--- src/rtl/mmio_pkg.sv ---
// Shared constants and types for the memory-mapped UART transmitter:
// default register addresses, serializer states and status word layout.
package mmio_pkg;

  localparam logic [31:0] TXDATA_ADR_DEF = 32'h0000_FF00;
  localparam logic [31:0] STATUS_ADR_DEF = 32'h0000_FF04;

  typedef enum logic [1:0] {
    IDLE  = 2'd0,
    START = 2'd1,
    DATA  = 2'd2,
    STOP  = 2'd3
  } tx_state_e;

  localparam int STAT_FULL_BIT    = 0;
  localparam int STAT_OVF_BIT     = 1;
  localparam int STAT_CNT_LSB     = 2;
  localparam int CTRL_CLR_OVF_BIT = 2;

  function automatic logic [31:0] pack_status(input logic [2:0] count,
                                              input logic       ovf,
                                              input logic       full);
    logic [31:0] w;
    w                       = '0;
    w[STAT_CNT_LSB +: 3]    = count;
    w[STAT_OVF_BIT]         = ovf;
    w[STAT_FULL_BIT]        = full;
    return w;
  endfunction

endpackage

--- src/rtl/tx_fifo.sv ---
// Small synchronous FIFO with wrap-around pointers and an occupancy count.
// A push while full is accepted only when a pop frees the slot in the same cycle.
module tx_fifo #(
  parameter  int DEPTH  = 4,
  parameter  int DATA_W = 8,
  localparam int AW     = (DEPTH > 1) ? $clog2(DEPTH) : 1,
  localparam int CW     = $clog2(DEPTH + 1)
) (
  input  logic              clk_i,
  input  logic              rst_i,
  input  logic              push_i,
  input  logic              pop_i,
  input  logic [DATA_W-1:0] din_i,
  output logic [DATA_W-1:0] dout_o,
  output logic [CW-1:0]     count_o,
  output logic              full_o,
  output logic              empty_o
);

  logic [DATA_W-1:0] mem_q [DEPTH];
  logic [AW-1:0]     wr_ptr_q, wr_ptr_d;
  logic [AW-1:0]     rd_ptr_q, rd_ptr_d;
  logic [CW-1:0]     count_q, count_d;
  logic              push_ok, pop_ok;

  function automatic logic [AW-1:0] wrap_inc(input logic [AW-1:0] p);
    return (p == AW'(DEPTH - 1)) ? '0 : p + 1'b1;
  endfunction

  assign full_o  = (count_q == CW'(DEPTH));
  assign empty_o = (count_q == '0);
  assign pop_ok  = pop_i && !empty_o;
  assign push_ok = push_i && (!full_o || pop_ok);
  assign count_o = count_q;
  assign dout_o  = mem_q[rd_ptr_q];

  always_comb begin
    wr_ptr_d = push_ok ? wrap_inc(wr_ptr_q) : wr_ptr_q;
    rd_ptr_d = pop_ok  ? wrap_inc(rd_ptr_q) : rd_ptr_q;
    count_d  = count_q;
    case ({push_ok, pop_ok})
      2'b10:   count_d = count_q + 1'b1;
      2'b01:   count_d = count_q - 1'b1;
      default: count_d = count_q;
    endcase
  end

  always_ff @(posedge clk_i or posedge rst_i) begin
    if (rst_i) begin
      wr_ptr_q <= '0;
      rd_ptr_q <= '0;
      count_q  <= '0;
    end else begin
      wr_ptr_q <= wr_ptr_d;
      rd_ptr_q <= rd_ptr_d;
      count_q  <= count_d;
    end
  end

  // Storage carries no reset; only pointers and count define validity.
  always_ff @(posedge clk_i) begin
    if (push_ok) mem_q[wr_ptr_q] <= din_i;
  end

endmodule

--- src/rtl/mmio_uart_tx.sv ---
// UART transmitter snooping the processor store bus: data-register stores queue
// bytes in a 4-entry FIFO drained by an 8N1 serializer; status is readable.
module mmio_uart_tx
  import mmio_pkg::*;
#(
  parameter int unsigned CLKS_PER_BIT = 16,
  parameter logic [31:0] TXDATA_ADR   = TXDATA_ADR_DEF,
  parameter logic [31:0] STATUS_ADR   = STATUS_ADR_DEF
) (
  input  logic        clk,
  input  logic        reset,
  input  logic        memwrite,
  input  logic [31:0] dataadr,
  input  logic [31:0] writedata,
  output logic [31:0] readdata,
  output logic        sel,
  output logic        tx,
  output logic        busy
);

  localparam logic [15:0] BAUD_LAST = 16'(CLKS_PER_BIT - 1);

  tx_state_e   state_q, state_d;
  logic [15:0] baud_q, baud_d;
  logic [2:0]  bit_q, bit_d;
  logic [7:0]  shift_q, shift_d;
  logic        tx_q, tx_d;
  logic        busy_q, busy_d;
  logic        ovf_q, ovf_d;

  logic        tx_sel, st_sel;
  logic        push_req, pop, clr_ovf, ovf_set;
  logic [7:0]  fifo_dout;
  logic [2:0]  fifo_count;
  logic        fifo_full, fifo_empty;
  logic        unused_wdata;

  assign tx_sel       = (dataadr == TXDATA_ADR);
  assign st_sel       = (dataadr == STATUS_ADR);
  assign sel          = tx_sel | st_sel;
  assign push_req     = memwrite && tx_sel;
  assign clr_ovf      = memwrite && st_sel && writedata[CTRL_CLR_OVF_BIT];
  assign ovf_set      = push_req && fifo_full && !pop;
  assign readdata     = st_sel ? pack_status(fifo_count, ovf_q, fifo_full) : 32'h0;
  assign unused_wdata = ^writedata[31:8];
  assign tx           = tx_q;
  assign busy         = busy_q;

  tx_fifo #(
    .DEPTH  (4),
    .DATA_W (8)
  ) u_fifo (
    .clk_i   (clk),
    .rst_i   (reset),
    .push_i  (push_req),
    .pop_i   (pop),
    .din_i   (writedata[7:0]),
    .dout_o  (fifo_dout),
    .count_o (fifo_count),
    .full_o  (fifo_full),
    .empty_o (fifo_empty)
  );

  always_comb begin
    state_d = state_q;
    baud_d  = baud_q;
    bit_d   = bit_q;
    shift_d = shift_q;
    pop     = 1'b0;
    case (state_q)
      IDLE: begin
        baud_d = '0;
        bit_d  = '0;
        if (!fifo_empty) begin
          pop     = 1'b1;
          shift_d = fifo_dout;
          state_d = START;
        end
      end
      START: begin
        if (baud_q == BAUD_LAST) begin
          baud_d  = '0;
          state_d = DATA;
        end else begin
          baud_d = baud_q + 1'b1;
        end
      end
      DATA: begin
        if (baud_q == BAUD_LAST) begin
          baud_d  = '0;
          shift_d = {1'b0, shift_q[7:1]};
          bit_d   = bit_q + 1'b1;
          if (bit_q == 3'd7) state_d = STOP;
        end else begin
          baud_d = baud_q + 1'b1;
        end
      end
      STOP: begin
        if (baud_q == BAUD_LAST) begin
          baud_d  = '0;
          state_d = IDLE;
        end else begin
          baud_d = baud_q + 1'b1;
        end
      end
      default: state_d = IDLE;
    endcase

    // Line level is decided from the next state so tx comes straight off a flop.
    case (state_d)
      START:   tx_d = 1'b0;
      DATA:    tx_d = shift_d[0];
      default: tx_d = 1'b1;
    endcase

    busy_d = (state_d != IDLE) || !fifo_empty || push_req;
    // A fresh overflow outranks a clear landing in the same cycle.
    ovf_d  = ovf_set ? 1'b1 : (clr_ovf ? 1'b0 : ovf_q);
  end

  always_ff @(posedge clk or posedge reset) begin
    if (reset) begin
      state_q <= IDLE;
      baud_q  <= '0;
      bit_q   <= '0;
      tx_q    <= 1'b1;
      busy_q  <= 1'b0;
      ovf_q   <= 1'b0;
    end else begin
      state_q <= state_d;
      baud_q  <= baud_d;
      bit_q   <= bit_d;
      tx_q    <= tx_d;
      busy_q  <= busy_d;
      ovf_q   <= ovf_d;
    end
  end

  always_ff @(posedge clk) begin
    shift_q <= shift_d;
  end

endmodule

--- config.mk ---
export PLATFORM = sky130hd
export DESIGN_NAME = mmio_uart_tx
export DESIGN_NICKNAME = d
export VERILOG_FILES = /design/src/rtl/mmio_pkg.sv /design/src/rtl/tx_fifo.sv /design/src/rtl/mmio_uart_tx.sv
export SDC_FILE = /design/constraint.sdc
export NUM_CORES = 1
export LEC_CHECK = 0
export CAP_MARGIN = 0
export CORE_MARGIN = 2
export CORE_UTILIZATION = 40
export DETAILED_ROUTE_END_ITERATION = 12
export PLACE_DENSITY = 0.69
export SYNTH_ARGS = -nofsm -noshare
export SYNTH_HDL_FRONTEND = slang
export SYNTH_SLANG_ARGS = --single-unit
export TNS_END_PERCENT = 20
--- constraint.sdc ---
create_clock -name clk -period 5.8 [get_ports clk]
set_input_delay 1.16 -clock clk [delete_from_list [all_inputs] [get_ports clk]]
set_output_delay 1.16 -clock clk [all_outputs]
set_load 0.01 [all_outputs]
# ---- After elaboration in Yosys (flattened, before gate mapping)
# Memories as Yosys holds them, arrays and structs flattened.
# Cells that the tools add are included.
dict set report op_classes {
  add_sub_neg 6
  n_eq_ne 16
  n_mux 24
  bitwise_logic 1
  reduce_logical 22
}
# cell count
set ops {}
lappend ops {{$eq 32x16->1 const B} 2}
lappend ops {{$pmux 16 s2} 1}
lappend ops {{$add 16x1->16 const B} 1}
lappend ops {{$eq 16x4->1 const B} 1}
lappend ops {{$mux 16} 1}
lappend ops {{$mux 8} 2}
lappend ops {{$pmux 8 s2} 1}
lappend ops {{$mux 2} 7}
lappend ops {{$eq 2x2->1 const B} 6}
lappend ops {{$pmux 3 s2} 2}
lappend ops {{$pmux 2 s4} 1}
lappend ops {{$reduce_bool 2->1} 4}
lappend ops {{$logic_and 1x1->1} 7}
lappend ops {{$add 3x1->3 const B} 2}
lappend ops {{$eq 2x1->1 const B} 3}
lappend ops {{$eq 3x3->1 const B} 2}
lappend ops {{$mux 1} 6}
lappend ops {{$mux 5} 1}
lappend ops {{$add 2x1->2 const B} 2}
lappend ops {{$ne 2x2->1 const B} 2}
lappend ops {{$logic_not 1->1} 3}
lappend ops {{$logic_not 3->1} 1}
lappend ops {{$logic_or 1x1->1} 3}
lappend ops {{$mux 3} 1}
lappend ops {{7 further kinds} 7}
dict set report totals {
  register_bits 39
  ram_bits 32
  output_inout_bits 35
  wordCells 81
  n_memories 1
}
# name depth word_bits read_ports rd_clocked_by_memory_dff write_ports line
set memory_table {}
lappend memory_table {u_fifo.mem_q 4 8 1 0 1 tx_fifo.sv:20} ;# logic [DATA_W-1:0] mem_q [DEPTH];

# ---- Longest topological paths before layout
# Gate-level depths: netlist of the first run.
dict set report logic_depth {
  word_depth 8
  depth_mapped 8
  depth_no_buf 8
}

# ---- Cells and area by module
# From an unflattened synthesis of the first run, not the netlist that was laid out.
dict set report hier_totals {
  hier_cells 300
  area_unflattened_um2 3719.8
}
# module n_inst cells_per_inst area_each_um2 seq_area_each_um2
set by_module_without_submodules {}
lappend by_module_without_submodules {mmio_uart_tx 1 201 2015.7 832.0}
lappend by_module_without_submodules {tx_fifo 1 99 1704.1 1136.1}

# ---- Worst setup path after synthesis of the first run
# Ideal clock, no wire load.
dict set report synth_path {
  path_kind {input to output}
  startpoint {input dataadr[1]}
  endpoint {output readdata[0]}
  t_arrival_ns 2.287
  required_ns 4.640
  path_slack_ns 2.353
  cell_stages 4
  n_path_buf 0
  path_cell_list {nor4b_1 nand4_1 nor2_1 and4_1}
}
dict set report synth_via {
  elab_chain_len 2
}
# item line
set synth_rtl {}
lappend synth_rtl {{start, declared} mmio_uart_tx.sv:13} ;# input logic [31:0] dataadr,
lappend synth_rtl {{$eq 32x16->1} mmio_uart_tx.sv:39} ;# assign st_sel = (dataadr == STATUS_ADR);
lappend synth_rtl {{$mux 5} mmio_uart_tx.sv:44} ;# assign readdata = st_sel ? pack_status(fifo_count, ovf_q, fifo_full) : 32'h0;
lappend synth_rtl {{end, declared} mmio_uart_tx.sv:15} ;# output logic [31:0] readdata,
# No other way between the ends.

# ---- Worst setup path after layout of the first run
# Ends and elaborated chain as after synthesis.

==> results.tsv, run 1 <==
metric	value	unit
YS warnings	0	
Worst Hold Depth	1	
Worst EP required	4640	ps
Setup Skew	7.54	ps
crit end category	primary output	
maximum clock rate	227	MHz
Ports	102	
switch share	0.206	
Slew @ Worst Pin	1100	ps
global route overflow	0	
DRT iter0 DRCs	95	
FFs w/ async S/R, synth	0.437	
Logic pwr share	0.045	
dpl hpwl	4.21	mm
CP max stage delay	540	ps
MaxCap Viol Count	0	
top cells by area, synth	edfxtp_1, dfrtp_1, buf_4	
area share of the largest cell type after synthesis	0.331	
largest net degree at the start of global routing	32	
GRT Total Usage	0.130	
Setup CP Type	primary input to primary output	
status	complete, no violations	
worst hold path class	flip-flop to flip-flop	
Synth Instances	267	
startpoint types	primary input	
worst skew pair latency	340	ps
core area	8640	um2
Initial Util	0.409	
Diodes inserted	0	
RSZ-0062 raised after global routing	no	
Sw Pwr	0.208	mW
Setup Buffers After CTS	0	
Final Hold Violating Endpoints	0	
Area growth syn-to-layout	20.3	%
cell mode on critical path	clkdlybuf4s50_1	
min cycle time layout	4410	ps
# fillers	769	
Core Rows	34	
placed instance area	4030	um2
P per Cell Area	238	nW/um2
maximum VDD drop	186	uV
Post-Layout Cell Count	434	
sequential power share	0.526	
Worst Reg2Reg Path Length in Cells	6	
Detailed Route WL	5.98	mm
Leak	1.68	nW
sequential-to-total area share from yosys stat	0.557	
clock power share	0.429	
vias per std cell	4.94	
ys flop type	edfxtp_1	
slew margin rel.	0.260	
CP Max Fanout	9	
slowest stage cell, crit path	clkdlybuf4s50_1	
most common cell in the netlist	edfxtp_1	
Max Buffers Root-to-Sink	2	
TritonCTS clock tree	done	
Post-Syn Area per Cell	13.2	um2
synthesis-stage register bit count	71	
Die Area	9600	um2
Die X	98.0	um
number of clock sinks	71	
root buffer cell	clkbuf_8	
fin. max-slew vios	0	
Routed WL per cell	13.8	um
# setup viols final	0	
internal power	0.803	mW
Final Cycle Share	0.761	
Clock transition at path regs	70	ps
vias in the first global route	2141	
Port Buf Inserts	50	
Nets	397	
Synth cell types	56	
worst path buffer plus inverter count	2	
delay-heaviest family, CP	simple AND/OR/NAND/NOR gates	
number of synthesized flops with an enable pin	39	
htree depth	3	
share of layout cells above drive strength 1	0.153	
RD Place Congestion	0.736	
Num CTS Buffers	9	
Synth Cell Area	3530	um2
antenna violations before repair	0	
First-pass DRT Iterations	4	
Setup Total Neg Slack	0	ps
Critical Path Stages	6	
placed cells	418	
Final ANT Viol Nets	0	
cells resized by post-CTS repair	0	
final instance area	4250	um2
hold buffers post-CTS	0	
drc violations	0	
commonest cells in the netlist	edfxtp_1, dfrtp_1, buf_4, nor2_1, xnor2_1	
worst-path cell chain	clkdlybuf4s50_1, nor4b_1, nand4_1, nor2_1, and4_1, clkdlybuf4s50_1	
cell accounting for the most synthesized area	edfxtp_1	
Die Ht	98.0	um
Via Count	2146	
crit path DAT	3250	ps
first-pass GRT wire length	9.90	mm
[worst paths after layout]
check	slack, ps	startpoint	end
worst min-delay path	450	baud_q[0]$_DFF_PP0_	baud_q[0]$_DFF_PP0_
worst min register to register	450	baud_q[0]$_DFF_PP0_	baud_q[0]$_DFF_PP0_
min in group asynchronous	1200	reset	baud_q[14]$_DFF_PP0_
worst max-delay path	1390	dataadr[1]	readdata[0]
worst max register to register	2930	state_q[1]$_DFF_PP0_	u_fifo.count_o[2]$_DFFE_PP0P_
max in group asynchronous	4280	reset	tx$_DFF_PP1_
[through the flow]
stage	hold WS (ps)	utilization	setup WS (ps)	total power, mW
final	453	0.492	1390	1.01
after global routing	468	0.492	1160	1.05
after CTS	460	0.492	1370	1.02
after detailed placement	448	0.467	1370	0.588
after global placement	438	0.467	1390	0.587
after floorplan	425	-	2350	0.568
[kinds of logic after synthesis]
kind of cell,Yosys count,share of synthesized area
other cells,1,0.00106
simple gates,85,0.155
fa+ha+maj,9,0.0340
mux,18,0.0821
buf+inv,43,0.0786
compound gates,25,0.0556
flops,71,0.557
xor+xnor,15,0.0372
[cells in the final DEF (no fill, tap or decap), drive strengths merged, types with 9 or more instances in the layout]
| master | n |
|---|---|
| xnor2 | 11 |
| edfxtp | 39 |
| a22o | 11 |
| inv | 10 |
| clkdlybuf4s50 | 50 |
| and3 | 9 |
| nor2 | 23 |
| dfrtp | 30 |
| conb | 27 |
| clkbuf | 10 |
[power groups by stage]
stage / clock network [mW] / registers, mW / logic [mW]
floorplan: 0 / 0.542 / 0.0261
global placement: 0 / 0.542 / 0.0450
detailed placement: 0 / 0.542 / 0.0458
CTS: 0.446 / 0.531 / 0.0459
global route: 0.466 / 0.531 / 0.0501
finish: 0.434 / 0.531 / 0.0456
[per-layer routing]
metal / vias up / part of all wire / routed length [um] / GRT usage
met5: - / 0 / 0 / 0
met4: 0 / 0.0067 / 40 / 0.0321
met3: 5 / 0.041 / 248 / 0.0472
met2: 45 / 0.52 / 3100 / 0.227
met1: 1058 / 0.43 / 2590 / 0.153
li1: 1038 / - / - / -
[cell type report]
cell class                      count  area (um2)  share of cell area
Sequential cell                    71        1970               0.463
Inverter                            9        33.8             0.00794
Clock buffer                       10         128              0.0300
Timing Repair Buffer               51         508               0.119
Multi-Input combinational cell    179        1390               0.326
Tap cell                          108         135              0.0318
Clock inverter                      6        93.8              0.0221
[flip-flops by register name (all words and copies together) (netlist names)]
signal	flops
baud_q	16
bit_q	3
busy	1
ovf_q	1
shift_q	8
state_q	2
tx	1
u_fifo.count_o	3
u_fifo.mem_q	32
u_fifo.rd_ptr_q	2
u_fifo.wr_ptr_q	2
Note: power is estimated with default switching activity, not from simulation.
==> run 2: changes to the inputs <==
--- a/config.mk
+++ b/config.mk
@@ -9,7 +9,7 @@
 export CORE_MARGIN = 2
 export CORE_UTILIZATION = 40
 export DETAILED_ROUTE_END_ITERATION = 12
-export PLACE_DENSITY = 0.69
+export PLACE_DENSITY = 0.72
 export SYNTH_ARGS = -nofsm -noshare
 export SYNTH_HDL_FRONTEND = slang
 export SYNTH_SLANG_ARGS = --single-unit
==> constraint.sdc (replaced) <==
create_clock -name clk -period 3.54 [get_ports clk]
set_input_delay 0.708 -clock clk [delete_from_list [all_inputs] [get_ports clk]]
set_output_delay 0.708 -clock clk [all_outputs]
set_load 0.01 [all_outputs]
==> results.tsv, run 2 (synthesis gave the netlist of run 1 again) <==
metric	value	unit
First-pass DRT Iterations	5	
slowest stage cell, crit path	clkdlybuf4s50_1	
P per Cell Area	377	nW/um2
min cycle time layout	3340	ps
crit end category	primary output	
Max Buffers Root-to-Sink	2	
Die Ht	98.0	um
Initial Util	0.409	
maximum clock rate	300	MHz
Num CTS Buffers	9	
RSZ-0062 raised after global routing	no	
Leak	1.69	nW
# setup viols final	0	
worst skew pair latency	350	ps
DRT iter0 DRCs	83	
Die Area	9600	um2
cell mode on critical path	clkdlybuf4s50_1	
CP max stage delay	530	ps
Reg area	1970	um2
clock power share	0.411	
Routed WL per cell	13.8	um
Area growth syn-to-layout	20.7	%
switch share	0.225	
worst-path cell chain	clkdlybuf4s50_1, nor4b_1, nand4_1, nor2_4, and4_1, clkdlybuf4s50_1	
Ports	102	
crit path DAT	2630	ps
largest net degree at the start of global routing	32	
Port Buf Inserts	50	
multi-input logic area	1390	um2
Via Count	2152	
htree depth	3	
max reg flops	32	
Clock transition at path regs	80	ps
drc violations	0	
MaxCap Viol Count	0	
internal power	1.25	mW
Sw Pwr	0.361	mW
share of layout cells above drive strength 1	0.167	
Setup Skew	7.34	ps
Diodes inserted	0	
RD Place Congestion	0.796	
PnR worst setup slack	202	ps
first-pass GRT wire length	10.3	mm
Final Hold Violating Endpoints	0	
Largest regs	u_fifo.mem_q x32, baud_q x16, shift_q x8	
worst hold path class	flip-flop to flip-flop	
Final ANT Viol Nets	0	
maximum VDD drop	241	uV
CP Max Fanout	7	
vias in the first global route	2202	
antenna violations before repair	0	
# fillers	769	
fin. max-slew vios	0	
Worst EP required	2830	ps
Nets	400	
number of clock sinks	71	
Final Cycle Share	0.943	
Core Rows	34	
most flop-heavy register	u_fifo.mem_q	
root buffer cell	clkbuf_8	
most frequent cells in the layout	clkdlybuf4s50_1, edfxtp_1, dfrtp_1	
hold_ws	475	ps
GRT Total Usage	0.136	
global route overflow	0	
vias per std cell	4.92	
sequential power share	0.542	
Setup CP Type	primary input to primary output	
Logic pwr share	0.047	
Setup Total Neg Slack	0	ps
DP Worst Slack	63.0	ps
Die X	98.0	um
core area	8640	um2
Detailed Route WL	6.05	mm
TritonCTS clock tree	done	
startpoint types	primary input	
status	complete, no violations	
most common cell after layout, fill and taps aside	clkdlybuf4s50_1	
dpl hpwl	4.37	mm
slew margin rel.	0.197	
Slew @ Worst Pin	1200	ps
## run 2: changes by cell type in the layout (fill, tap and decap cells not counted)
| cell | delta |
|---|---|
| buf_4 | +3 |
| bufinv_16 | -1 |
| clkbuf_1 | -1 |
| clkinvlp_4 | +1 |
| inv_6 | +1 |
| nor2_1 | -1 |
| nor2_4 | +1 |
## run 2: final timing paths
kind | cells after the start | endpoint | startpoint | slack (ps)
setup / recovery | 6 | readdata[0] | dataadr[1] | 200
hold / removal | 1 | baud_q[0]$_DFF_PP0_ | baud_q[0]$_DFF_PP0_ | 470
setup reg to reg | 6 | busy$_DFF_PP0_ | baud_q[0]$_DFF_PP0_ | 1360
hold reg to reg | 1 | baud_q[0]$_DFF_PP0_ | baud_q[0]$_DFF_PP0_ | 470
max in group asynchronous | 3 | tx$_DFF_PP1_ | reset | 2490
min in group asynchronous | 3 | baud_q[14]$_DFF_PP0_ | reset | 730
## run 2: cell type report
type	count	area share
clock buffers	9	0.0290
clock inverters	7	0.0188
inverters	9	0.00792
multi-input cells	179	0.327
flip-flops and latches	71	0.461
well taps	108	0.0317
repair buffers	54	0.124
## run 2: per-layer routing
layer / global-route usage / vias up / wire length [um] / share of wire
met5: 0 / - / 0 / 0
met4: 0.0502 / 0 / 87 / 0.014
met3: 0.0415 / 7 / 367 / 0.061
met2: 0.220 / 65 / 2990 / 0.49
met1: 0.172 / 1033 / 2600 / 0.43
li1: - / 1047 / - / -
## run 2: stage by stage
stage	power (mW)	util	instance area (um2)	instances
CTS	1.63	0.493	4260	437
floorplan	0.931	-	3630	293
detailed placement	0.964	0.469	4050	421
finish	1.61	0.494	4270	437
global route	1.67	0.494	4270	437
global placement	0.962	0.469	4050	421
## run 2: repair_timing
| item | 4_1_cts | 5_1_grt |
|---|---|---|
| setup buffers | 0 | 0 |
| gates resized for setup | 0 | 2 |
| endpoints found under the setup margin | 0 | 5 |
| hold buffers | 0 | 0 |
## run 2: worst max-delay path: cells and delay by family
| kind | cells | cell delay, ps |
|---|---|---|
| buffers and inverters | 2 | 930 |
| and+or+nand+nor | 4 | 990 |
## run 2: power by group through the flow
stage | sequential, mW | combinational, mW | clock [mW]
2_1_floorplan | 0.889 | 0.0427 | 0
3_3_place_gp | 0.888 | 0.0740 | 0
3_5_place_dp | 0.888 | 0.0757 | 0
4_1_cts | 0.871 | 0.0758 | 0.679
5_1_grt | 0.871 | 0.0823 | 0.717
6_report | 0.871 | 0.0750 | 0.661
==> run 3: changes to the inputs <==
--- a/config.mk
+++ b/config.mk
@@ -10,6 +10,7 @@
 export CORE_UTILIZATION = 40
 export DETAILED_ROUTE_END_ITERATION = 12
 export PLACE_DENSITY = 0.72
+export SLEW_MARGIN = 25
 export SYNTH_ARGS = -nofsm -noshare
 export SYNTH_HDL_FRONTEND = slang
 export SYNTH_SLANG_ARGS = --single-unit
==> results.tsv, run 3 (synthesis gave the netlist of run 1 again) <==
metric	value	unit
status	complete, no violations	
Num CTS Buffers	9	
fin. max-slew vios	0	
crit end category	primary output	
DP Worst Slack	63.0	ps
hold buffers post-CTS	0	
Final Core Density	0.494	
Design Power	1.61	mW
vias per std cell	4.91	
TritonCTS clock tree	done	
Post-Layout Cell Count	437	
RSZ-0062 raised after global routing	no	
worst hold path class	flip-flop to flip-flop	
Setup Buffers After CTS	0	
internal power	1.25	mW
vias in the first global route	2202	
Final Cycle Share	0.943	
htree depth	3	
placed instance area	4050	um2
clock power share	0.411	
drc violations	0	
Routed WL per cell	13.8	um
CP Max Fanout	7	
Area growth syn-to-layout	20.8	%
DRT iter0 DRCs	86	
crit path DAT	2630	ps
first-pass GRT wire length	10.3	mm
global route overflow	0	
# setup viols final	0	
Nets	400	
RD Place Congestion	0.796	
most frequent cells in the layout	clkdlybuf4s50_1, edfxtp_1, dfrtp_1	
Final Hold Violating Endpoints	0	
root buffer cell	clkbuf_8	
startpoint types	primary input	
final instance area	4270	um2
core area	8640	um2
number of clock sinks	71	
Setup Total Neg Slack	0	ps
PnR worst setup slack	202	ps
worst skew pair latency	350	ps
antenna violations before repair	0	
dpl hpwl	4.37	mm
GRT Total Usage	0.136	
most flop-heavy register	u_fifo.mem_q	
sequential power share	0.542	
maximum VDD drop	241	uV
Final ANT Viol Nets	0	
Sw Pwr	0.360	mW
Setup Skew	7.26	ps
most common cell after layout, fill and taps aside	clkdlybuf4s50_1	
Die X	98.0	um
placed cells	421	
Detailed Route WL	6.05	mm
share of layout cells above drive strength 1	0.170	
P per Cell Area	376	nW/um2
Max Buffers Root-to-Sink	2	
largest net degree at the start of global routing	32	
Initial Util	0.409	
Clock transition at path regs	80	ps
MaxCap Viol Count	0	
First-pass DRT Iterations	4	
switch share	0.224	
Largest regs	u_fifo.mem_q x32, baud_q x16, shift_q x8	
max reg flops	32	
Leak	1.69	nW
Setup CP Type	primary input to primary output	
Slew @ Worst Pin	713	ps
slew margin rel.	0.525	
Diodes inserted	0	
Die Ht	98.0	um
cells resized by post-CTS repair	0	
Via Count	2147	
Die Area	9600	um2
min cycle time layout	3340	ps
Ports	102	
maximum clock rate	300	MHz
Core Rows	34	
Worst EP required	2830	ps
Logic pwr share	0.047	
hold_ws	475	ps
Port Buf Inserts	50	
## run 3: worst paths after layout
| check | from | endpoint | slack, ps | cells past startpoint |
|---|---|---|---|---|
| setup reg to reg | baud_q[11]$_DFF_PP0_ | busy$_DFF_PP0_ | 1340 | 5 |
| max in group asynchronous | reset | tx$_DFF_PP1_ | 2490 | 3 |
| min in group asynchronous | reset | baud_q[15]$_DFF_PP0_ | 730 | 3 |
| hold reg to reg | baud_q[0]$_DFF_PP0_ | baud_q[0]$_DFF_PP0_ | 470 | 1 |
| setup / recovery | dataadr[1] | readdata[0] | 200 | 6 |
| hold / removal | baud_q[0]$_DFF_PP0_ | baud_q[0]$_DFF_PP0_ | 470 | 1 |
## run 3: worst max-delay path, cell delays in order
cell	delay [ps]
clkdlybuf4s50_1	400
nor4b_1	290
nand4_1	260
nor2_4	230
and4_1	210
clkdlybuf4s50_1	530
## run 3: power groups by stage
stage,clock network [mW],logic (mW),registers [mW]
floorplan,0,0.0427,0.889
global placement,0,0.0740,0.888
detailed placement,0,0.0757,0.888
CTS,0.679,0.0758,0.871
global route,0.717,0.0823,0.871
finish,0.660,0.0750,0.871
## run 3: layout make-up
cell class	count	area (um2)
clock inverters	7	80.1
clock buffers	9	124
inverters	9	33.8
multi-input cells	179	1400
fillers	769	4370
well taps	108	135
repair buffers	54	531
flip-flops and latches	71	1970
## run 3: layer usage
layer / part of all wire / GRT usage / vias to the layer above
li1: - / - / 1048
met1: 0.43 / 0.172 / 1027
met2: 0.50 / 0.220 / 65
met3: 0.062 / 0.0415 / 7
met4: 0.014 / 0.0502 / 0
met5: 0 / 0 / -
